## src/rtl/seu_counter_ctrl_pkg.sv

```systemverilog
// Shared definitions for the SEU counter block: readout FSM states,
// a ceiling-log2 helper and the default counter width and saturation value.
package seu_counter_ctrl_pkg;

  typedef enum logic [1:0] {
    IDLE  = 2'd0,
    READ  = 2'd1,
    CLEAR = 2'd2,
    ACK   = 2'd3
  } rdState_t;

  localparam int DEF_CNTWIDTH = 8;
  localparam int SAT_MAX      = (2 ** DEF_CNTWIDTH) - 1;

  function automatic int clog2(input int value);
    int res;
    int rem;
    res = 0;
    rem = value - 1;
    while (rem > 0) begin
      res++;
      rem = rem >> 1;
    end
    return res;
  endfunction

endpackage

```

## src/rtl/seu_sat_counter.sv

```systemverilog
// One saturating error counter with a sticky overflow flag. A clear that
// coincides with an increment leaves 1 so that error is not lost.
module seu_sat_counter
  import seu_counter_ctrl_pkg::*;
#(
  parameter int CNTWIDTH = DEF_CNTWIDTH
) (
  input  logic                clk,
  input  logic                rst,
  input  logic                inc,
  input  logic                clr,
  output logic [CNTWIDTH-1:0] cnt,
  output logic                sat
);

  localparam logic [CNTWIDTH-1:0] CntMax = {CNTWIDTH{1'b1}};

  always_ff @(posedge clk or posedge rst) begin
    if (rst) begin
      cnt <= '0;
      sat <= 1'b0;
    end else if (clr) begin
      cnt <= inc ? CNTWIDTH'(1) : '0;
      sat <= 1'b0;
    end else if (inc) begin
      // At the ceiling the value holds and the event is recorded in sat.
      if (cnt == CntMax) sat <= 1'b1;
      else               cnt <= cnt + CNTWIDTH'(1);
    end
  end

endmodule

```

## src/rtl/seu_counter_ctrl.sv

```systemverilog
// Per-source SEU counters with a single req/ack readout port (optional
// clear-on-read) and a registered threshold interrupt.
module seu_counter_ctrl
  import seu_counter_ctrl_pkg::*;
#(
  parameter int NSRC     = 4,
  parameter int CNTWIDTH = 8,
  parameter int SELW     = 2
) (
  input  logic                clk,
  input  logic                rst,
  input  logic [NSRC-1:0]     err,
  input  logic                rd_req,
  input  logic [SELW-1:0]     rd_sel,
  input  logic                rd_clear,
  output logic                rd_ack,
  output logic [CNTWIDTH-1:0] rd_data,
  output logic                rd_sat,
  output logic                rd_err,
  input  logic [CNTWIDTH-1:0] thresh,
  output logic                irq
);

  // rd_req/rd_ack is a 4-phase handshake: the master raises rd_req with
  // rd_sel/rd_clear stable, holds it until rd_ack, then drops it; rd_ack stays
  // high (with rd_data/rd_sat/rd_err stable) until rd_req is seen low.
  rdState_t            state;
  rdState_t            stateNext;
  logic [SELW-1:0]     selQ;
  logic                clrQ;
  logic [NSRC-1:0]     clrVec;
  logic [NSRC-1:0]     satVec;
  logic [CNTWIDTH-1:0] cntArr [NSRC];
  logic                selValid;
  logic [CNTWIDTH-1:0] selCnt;
  logic                selSat;
  logic                anyGe;

  for (genvar i = 0; i < NSRC; i++) begin : gCnt
    seu_sat_counter #(.CNTWIDTH(CNTWIDTH)) uCnt (
      .clk (clk),
      .rst (rst),
      .inc (err[i]),
      .clr (clrVec[i]),
      .cnt (cntArr[i]),
      .sat (satVec[i])
    );
  end

  // Readout mux, clear decode and threshold compare.
  always_comb begin
    selValid = (int'(selQ) < NSRC);
    selCnt   = '0;
    selSat   = 1'b0;
    clrVec   = '0;
    anyGe    = 1'b0;
    for (int i = 0; i < NSRC; i++) begin
      if (int'(selQ) == i) begin
        selCnt    = cntArr[i];
        selSat    = satVec[i];
        clrVec[i] = (state == CLEAR);
      end
      if (cntArr[i] >= thresh) anyGe = 1'b1;
    end
  end

  always_ff @(posedge clk or posedge rst) begin
    if (rst) state <= IDLE;
    else     state <= stateNext;
  end

  always_comb begin
    stateNext = state;
    unique case (state)
      IDLE:    if (rd_req) stateNext = READ;
      READ:    stateNext = (clrQ && selValid) ? CLEAR : ACK;
      CLEAR:   stateNext = ACK;
      ACK:     if (!rd_req) stateNext = IDLE;
      default: stateNext = IDLE;
    endcase
  end

  assign rd_ack = (state == ACK);

  always_ff @(posedge clk or posedge rst) begin
    if (rst) begin
      selQ    <= '0;
      clrQ    <= 1'b0;
      rd_data <= '0;
      rd_sat  <= 1'b0;
      rd_err  <= 1'b0;
      irq     <= 1'b0;
    end else begin
      if (state == IDLE && rd_req) begin
        selQ <= rd_sel;
        clrQ <= rd_clear;
      end
      // An out-of-range index yields zero data (selCnt/selSat stay 0).
      if (state == READ) begin
        rd_data <= selCnt;
        rd_sat  <= selSat;
        rd_err  <= !selValid;
      end
      irq <= (thresh != '0) && anyGe;
    end
  end

endmodule

```

## config.mk

```make
export PLATFORM = sky130hd
export DESIGN_NAME = seu_counter_ctrl
export DESIGN_NICKNAME = d
export VERILOG_FILES = /design/src/rtl/seu_counter_ctrl_pkg.sv /design/src/rtl/seu_sat_counter.sv /design/src/rtl/seu_counter_ctrl.sv
export SDC_FILE = /design/constraint.sdc
export NUM_CORES = 1
export LEC_CHECK = 0
export BUFFER_PORTS_ARGS = -buffer_cell sky130_fd_sc_hd__buf_2
export CAP_MARGIN = 15
export CORE_ASPECT_RATIO = 0.75
export CORE_MARGIN = 4
export CORE_UTILIZATION = 60
export CTS_BUF_LIST = sky130_fd_sc_hd__clkbuf_2 sky130_fd_sc_hd__clkbuf_4 sky130_fd_sc_hd__clkbuf_8
export DETAILED_ROUTE_END_ITERATION = 12
export GPL_TIMING_DRIVEN = 0
export PLACE_DENSITY = 0.78
export SLEW_MARGIN = 0
export SYNTH_ARGS = -nofsm -noshare
export SYNTH_HDL_FRONTEND = slang
export SYNTH_SLANG_ARGS = --single-unit
```

## constraint.sdc

```tcl
create_clock -name clk -period 2.1 [get_ports clk]
set_input_delay 0.42 -clock clk [delete_from_list [all_inputs] [get_ports clk]]
set_output_delay 0.42 -clock clk [all_outputs]
set_load 0.1 [all_outputs]
```

# == Word level (Yosys, flattened, before mapping) ==
# Cells that the tools add are included.
# totals
ff_bits,51
latch_bits,0
ramBits,0
mem_bits_ro,0
input_bits,18
output_inout_bits,12
word_cells,108
n_memories,0
# classes
addsub,4
n_mul,0
div_mod_pow,0
n_lt_le_gt_ge,4
eq_ne,16
n_shift,0
muxes,48
n_bitwise,0
reduce_logical,22
# ops
operator,count
two-way mux 8 bit,16
"adder 8 x 1 -> 8 bit, second input constant",4
"equality test 8 bit, second input constant",4
greater-or-equal comparator 8 bit,4
two-way mux 1 bit,29
AND reduction 2 bit,9
nonzero test 2 bit,8
"equality test 2 bit, second input constant",4
"!= test 2 x 1 -> 1 bit, second input constant",4
one-hot mux 2 bit (4 select lines),1
nonzero test 8 bit,1
"equality test 2 x 1 -> 1 bit, second input constant",2
logical NOT 2 bit,2
two-way mux 2 bit,2
"!= test 2 bit, second input constant",2
logical AND 1 bit,2

# == Depth between registers and ports, before layout ==
# Gate-level depths: netlist of run 1.
# logic_depth
depth_word,6
depth_mapped,7
mapped_depth_nobuf,7

# == Cells and area by module ==
# From an unflattened synthesis of run 1, not the netlist that was laid out.
# hier_totals
cells_unflattened,351
hier_area_um2,3689.8
# by_module_without_submodules
mod,n_inst,cells_each,area_each_um2,seq_area_each_um2
seu_sat_counter,4,51,511.7,225.2
seu_counter_ctrl,1,147,1642.8,375.4

# == Least setup slack after synthesis of run 1 ==
# No wires, ideal clock.
# synth_timing
kind,input -> register
start,in thresh[7]
end,reg irq
setup_time_ns,0.137
arrival_ns,1.771
required_ns,1.963
slack_ns,0.192
stages,7
path_buffers,0
cell_sequence,inv_1 ha_1 or4_1 a31oi_1 o311ai_0 nor4_1 a22oi_1
# synth_via
elab_chain_len,6
elab_cells_between_ends,10
classes_between,order compare: 4; mux: 4; reduce/logical: 2
# synth_lines
element,line_no,text
"start, declared",seu_counter_ctrl.sv:20,"input logic [CNTWIDTH-1:0] thresh,"
greater-or-equal comparator 8 bit,seu_counter_ctrl.sv:63,if (cntArr[i] >= thresh) anyGe = 1'b1;
two-way mux 1 bit (4 in a row),seu_counter_ctrl.sv:63,
logical AND 1 bit (*),seu_counter_ctrl.sv:104,irq <= (thresh != '0) && anyGe;
"end signal, assigned",seu_counter_ctrl.sv:104,
"end, declared",seu_counter_ctrl.sv:21,output logic irq
# Mark *: on every way between the ends. The rest lies on a longest branch, timed or not.
# A chain may end at the register's enable or synchronous reset.

# == Worst setup path after layout of run 1 ==
# layout_timing
start,reg gCnt[3].uCnt.cnt[7]
end,reg irq
# layout_via
elab_chain_len,3
# layout_lines
element,line_no,text
"start, declared",seu_sat_counter.sv:12,"output logic [CNTWIDTH-1:0] cnt,"
"start signal, assigned",seu_sat_counter.sv:23,cnt <= inc ? CNTWIDTH'(1) : '0;
"start signal, assigned",seu_sat_counter.sv:28,else cnt <= cnt + CNTWIDTH'(1);
greater-or-equal comparator 8 bit,seu_counter_ctrl.sv:63,
two-way mux 1 bit,seu_counter_ctrl.sv:63,
logical AND 1 bit,seu_counter_ctrl.sv:104,
# No other way between the ends.

==> results of run 1 <==
power by group:
part	internal [mW]	total [mW]	switching, mW
sequential	1.33	1.84	0.514
clock	0.314	0.634	0.320
combinational	0.959	2.46	1.50
cell usage after synthesis, drive strengths merged (3+ instances only):
cell type	number	area [um^2]
xor2	8	70.1
nor2	42	160
mux4	9	203
dfrtp	51	1280
a31oi	6	37.5
mux2i	6	60.1
clkbuf	3	11.3
a21oi	11	55.1
nor4	5	31.3
buf	3	17.5
nand4	14	87.6
and3	4	25.0
nand2b	5	31.3
inv	20	75.1
a22oi	3	22.5
nand3	14	70.1
ha	41	513
mux2	12	135
o21ai	14	70.1
nor3	9	45.0
nand2	18	67.6
xnor2	7	61.3
worst min path at each step:
stage | end | slack [ps] | cells past startpoint
2_1_floorplan | gCnt[2].uCnt.sat | 460 | 2
3_3_place_gp | clrQ | 480 | 1
3_5_place_dp | state[1] | 370 | 2
4_1_cts | state[1] | 40 | 2
5_1_grt | state[1] | 40 | 2
6_report | state[1] | 30 | 2
area by class of cell:
| cell class | count | share of cell area (%) |
|---|---|---|
| multi-input combinational | 255 | 52.4 |
| sequential | 51 | 33.6 |
| timing repair buffer | 38 | 5.98 |
| clock buffer | 8 | 2.73 |
| tap | 75 | 2.47 |
| inverter | 20 | 1.97 |
| buffer | 6 | 0.756 |
state kept, by name, indices dropped and copies added, names as in the netlist:
| register | cells |
|---|---|
| rd_sat | 1 |
| state | 2 |
| selQ | 2 |
| gCnt.uCnt.sat | 4 |
| gCnt.uCnt.cnt | 32 |
| irq | 1 |
| rd_data | 8 |
| clrQ | 1 |
kinds of logic (layout without fill, tap and decap cells):
group,count (synthesis),in the layout
fa+ha+maj,41,41
simple gates,121,121
compound gates,50,50
buf+inv,26,72
xor+xnor,15,15
other cells,1,1
mux,27,27
flops,51,51
cells in the final DEF (no fill, tap or decap), types with 5 or more instances in the layout:
| cell | synthesis | final |
|---|---|---|
| o21ai_0 | 13 | 13 |
| inv_1 | 20 | 19 |
| clkbuf_8 | 0 | 7 |
| nor2_1 | 41 | 41 |
| nand2_1 | 18 | 18 |
| ha_1 | 41 | 40 |
| a21oi_1 | 11 | 11 |
| buf_4 | 1 | 10 |
| nand3_1 | 14 | 14 |
| xor2_1 | 8 | 8 |
| dfrtp_1 | 51 | 48 |
| a31oi_1 | 6 | 5 |
| mux2i_1 | 6 | 6 |
| nand4_1 | 14 | 14 |
| nor3_1 | 9 | 8 |
| mux2_2 | 12 | 12 |
| buf_2 | 2 | 30 |
| nand2b_1 | 5 | 5 |
| xnor2_1 | 7 | 7 |
| mux4_2 | 9 | 9 |
| nor4_1 | 5 | 5 |
what timing repair did:
| action | 4_1_cts | 5_1_grt |
|---|---|---|
| pin swaps | 1 | 1 |
| setup buffers | 1 | 8 |
| gates resized for setup | 3 | 8 |
| endpoints found under the setup margin | 8 | 8 |
layer usage:
metal / global-route usage, % / up-vias / routed length, um
met5: 0 / - / 0
li1: - / 1308 / -
met2: 40.6 / 105 / 4040
met4: 9.78 / 0 / 212
met1: 35.1 / 1399 / 3410
met3: 4.33 / 26 / 569
through the flow:
stage	setup TNS [ps]	worst slack [ps]	power, mW	hold WS [ps]
6_report	0	70.4	4.93	30.9
5_1_grt	-115	-115	5.29	42.1
4_1_cts	0	6.51	4.86	42.5
3_5_place_dp	-748	-184	4.21	370
3_3_place_gp	-11430	-220	4.08	479
2_1_floorplan	0	192	3.60	458
worst reg2reg max path, cell delays in order (launching register included):
cell and delay, ps:
dfrtp_1 490, ha_1 220, or4_1 410, a31oi_2 200
o311ai_1 140, nor4_1 330, a22oi_1 120
==> results.cfg, run 1 <==
[critical_path]
timing.rr.start = gCnt[3].uCnt.cnt[7]
slowest_delay_ps = 490
cp_top_family = simple AND/OR/NAND/NOR gates
reg2reg_slack_ps = 70
rr_worst_depth = 6
crit_slowest_cell = dfrtp_1
worstPathRequired_ps = 2270
cp.arrival_ps = 2200
cp-end-kind = register
r2r_end = irq
path_buf_inv = 0
cp-endpoint = irq
startpoint_type = register
critPathMaxFanout = 7
cp_num_cells = 6
startpoint = gCnt[3].uCnt.cnt[7]
path_cells = ha_1, or4_1, a31oi_2, o311ai_1, nor4_1, a22oi_1
path_class = register to register

[yosys]
synth_ff_type = dfrtp_1
synth-adder-area-share_pct = 15.3
syn_area_um2 = 3340
synth_nets = 391
synth-simple-area-share_pct = 17.8
ys_async_sr_fraction_pct = 100
synthXorXnorAreaFrac_pct = 3.93
synth-compound-area-share_pct = 9.69
yosysSeqAreaShare_pct = 38.2
avgSynthCellArea_um2 = 10.1
synth_cell_type_count = 47
synth_top_family_by_area = simple AND/OR/NAND/NOR gates
synth_edf_count = 0
ys_seq_elements = 51
muxShareOfSynthArea_pct = 11.9
synth_cells = 332
ys_warn_count = 0

[placed_design]
dp_cells = 436
dp_hpwl_um = 6100
port_buffers = 28
post_dp_cell_area_um2 = 3600
gp_congestion = 0.912

[die]
fp.dieH_um = 72.7
fp-row-count = 23
core_um2 = 5380
initial_core_util_pct = 62.1
die_w_um = 94.2
die_area_um2 = 6840
num_io_pins = 30

[power_and_ir_drop]
ir_drop_mv = 0.934
power_density_nw_per_um2 = 1300
p_leak_nw = 1.82

[timing]
relSlewSlack_pct = 56.2
period_needed_ps = 2030
finalSetupViolCount = 0
slew_violations = 0
hold_viol_final = 0
timing.fmax_mhz = 493
post-route-period-util_pct = 96.6
worst_slew_pin_slew_ps = 654
finClkSkew_ps = 5.07

[drt]
drc = 0
dr.pass1.iters = 5
drt_iter0_drc = 302
num_vias = 2838
drt-total-wl_um = 8240
routed_via_density = 6.26
wl_per_cell_um = 18.2
ant_nets = 0

[final_layout]
fin_area_um2 = 3800
stdcell_count = 453
fillCellCount = 399
seqCellArea_um2 = 1280
finalNetCount = 436
multi_input_area_um2 = 2000
area_growth_pct = 13.8
drive_gt1_share_pct = 22.0
diodes = 0
fin_util_pct = 70.7

[clocking]
cts.sinks = 51
cts_buffers = 5
root_buffer = clkbuf_8
cts_tree = yes
cts_max_level = 2
cts.clk_slew.worst_paths_ps = 90
clockBufferDepth = 2
cts_hold_buffers = 0
insertion_delay_ps = 300

[run_status]
status = complete, no violations

[grt]
grt_antenna_before_repair = 0
track_usage_pct = 25.5
grt_pass1_wl_um = 13500
grt_max_degree = 42
gr-total-overflow = 0
grt_pass1_vias = 2798

[run]
cap_violations = 0

[worst_hold_path]
min_path_type = input port to async pin
Note: power is estimated with default switching activity, not from simulation.
==> inputs of run 2 (changes only) <==
CTS_BUF_LIST = not set   (was sky130_fd_sc_hd__clkbuf_2 sky130_fd_sc_hd__clkbuf_4 sky130_fd_sc_hd__clkbuf_8)
==> results.cfg, run 2 (synthesis results as in run 1) <==
[die]
fp.dieH_um = 72.7
initial_core_util_pct = 62.1
die_area_um2 = 6840
die_w_um = 94.2
fp-row-count = 23
num_io_pins = 30
core_um2 = 5380

[critical_path]
cp-end-kind = register
cp.arrival_ps = 2200
timing.rr.start = gCnt[3].uCnt.cnt[7]
worstPathRequired_ps = 2270
crit_slowest_cell = dfrtp_1
startpoint = gCnt[3].uCnt.cnt[7]
cp_top_family = simple AND/OR/NAND/NOR gates
path_cells = ha_1, or4_1, a31oi_2, o311ai_1, nor4_1, a22oi_1
startpoint_type = register
critPathMaxFanout = 7
slowest_delay_ps = 490
path_buf_inv = 0
path_class = register to register

[clocking]
insertion_delay_ps = 300
cts.sinks = 51
cts_tree = yes
root_buffer = clkbuf_8
cts.clk_slew.worst_paths_ps = 90
clockBufferDepth = 2
cts_buffers = 5
cts_max_level = 2

[grt]
use_met3_pct = 4.23
gr-total-overflow = 0
use_met1_pct = 35.1
grt_max_degree = 42
global_route.peak_usage_layer = met2
grt_use_met2_pct = 40.9
track_usage_pct = 25.4
grt_pass1_vias = 2801
grt_pass1_wl_um = 13500
grt_antenna_before_repair = 0

[timing]
period_needed_ps = 2040
worst_slew_pin_slew_ps = 648
hold_ws_ps = 32.7
relSlewSlack_pct = 56.8
finalSetupViolCount = 0
timing.fmax_mhz = 491
finClkSkew_ps = 4.05
setup_tns_ps = 0
post-route-period-util_pct = 97.0
slew_violations = 0
hold_viol_final = 0

[power_and_ir_drop]
internal_power_mw = 2.59
ir_drop_mv = 0.922
p_comb_share_pct = 50.0
switching_share_pct = 47.5
pwr-share-seq_pct = 37.4
switching_power_mw = 2.34
total_power_mw = 4.93
p_leak_nw = 1.82
clkPwrFrac_pct = 12.6
power_density_nw_per_um2 = 1300

[drt]
drc = 0
num_vias = 2863
wl_per_cell_um = 18.2
ant_nets = 0
routed_via_density = 6.32
drt_iter0_drc = 300
drt-total-wl_um = 8230
dr.pass1.iters = 5

[final_layout]
final_common_cell = dfrtp_1
largest_reg_flops = 32
layout_common_cells = dfrtp_1, nor2_1, ha_1
largest_registers = gCnt.uCnt.cnt (32), rd_data (8), gCnt.uCnt.sat (4)
stdcell_count = 453
drive_gt1_share_pct = 21.7
top_register = gCnt.uCnt.cnt
finalNetCount = 436
diodes = 0
area_growth_pct = 13.7

[placed_design]
port_buffers = 28
dp_cells = 436
gp_congestion = 0.912
dp_hpwl_um = 6100

[worst_hold_path]
min_path_type = input port to async pin

[run_status]
status = complete, no violations

[run]
cap_violations = 0
==> run 2: cell counts in the layout (fill, tap and decap cells not counted) <==
No cell type changed its count.
==> run 2: power groups by stage <==
stage | Combinational, mW | Sequential [mW] | Clock, mW
6_report | 2.46 | 1.84 | 0.621
4_1_cts | 2.39 | 1.82 | 0.627
3_3_place_gp | 2.27 | 1.80 | 0
5_1_grt | 2.70 | 1.89 | 0.680
2_1_floorplan | 1.44 | 2.16 | 0
3_5_place_dp | 2.37 | 1.84 | 0
==> run 2: timing repair <==
action	CTS	global route
hold buffers	0	0
cloned	0	0
resized for setup	3	8
setup endpoints to repair	8	8
setup buffers	1	8
pin swaps	1	1
==> run 2: worst paths after layout <==
kind                                       end  slack, ps  depth (start not counted)
setup / recovery                           irq         60                          6
hold / removal                        state[1]         30                          2
setup reg to reg                           irq         60                          6
hold reg to reg                     rd_data[6]        510                          1
max in group asynchronous  gCnt[1].uCnt.cnt[7]       1530                          3
min in group clk                       selQ[0]        340                          2
==> run 2: cell type report <==
cell class                      instances  area, um^2
Multi-Input combinational cell        255        2000
Sequential cell                        51        1280
Inverter                               20        75.1
Clock buffer                            8         100
Tap cell                               75        93.8
Buffer                                  6        28.8
Timing Repair Buffer                   38         228
Fill cell                             401        1580
==> run 2: stage by stage <==
stage               instance area, um^2  utilization, %  setup WS (ps)
finish                             3800            70.6           63.8
global route                       3800            70.6           -115
CTS                                3720            69.1           6.45
detailed placement                 3600            66.9           -184
global placement                   3580            66.5           -220
floorplan                          3340               -            192
==> run 2: metal layers <==
layer | vias to the layer above | routed length [um] | share of wire, %
met4 | 0 | 269 | 3.3
li1 | 1309 | - | -
met5 | - | 0 | 0
met1 | 1392 | 3470 | 42
met3 | 40 | 545 | 6.6
met2 | 122 | 3950 | 48
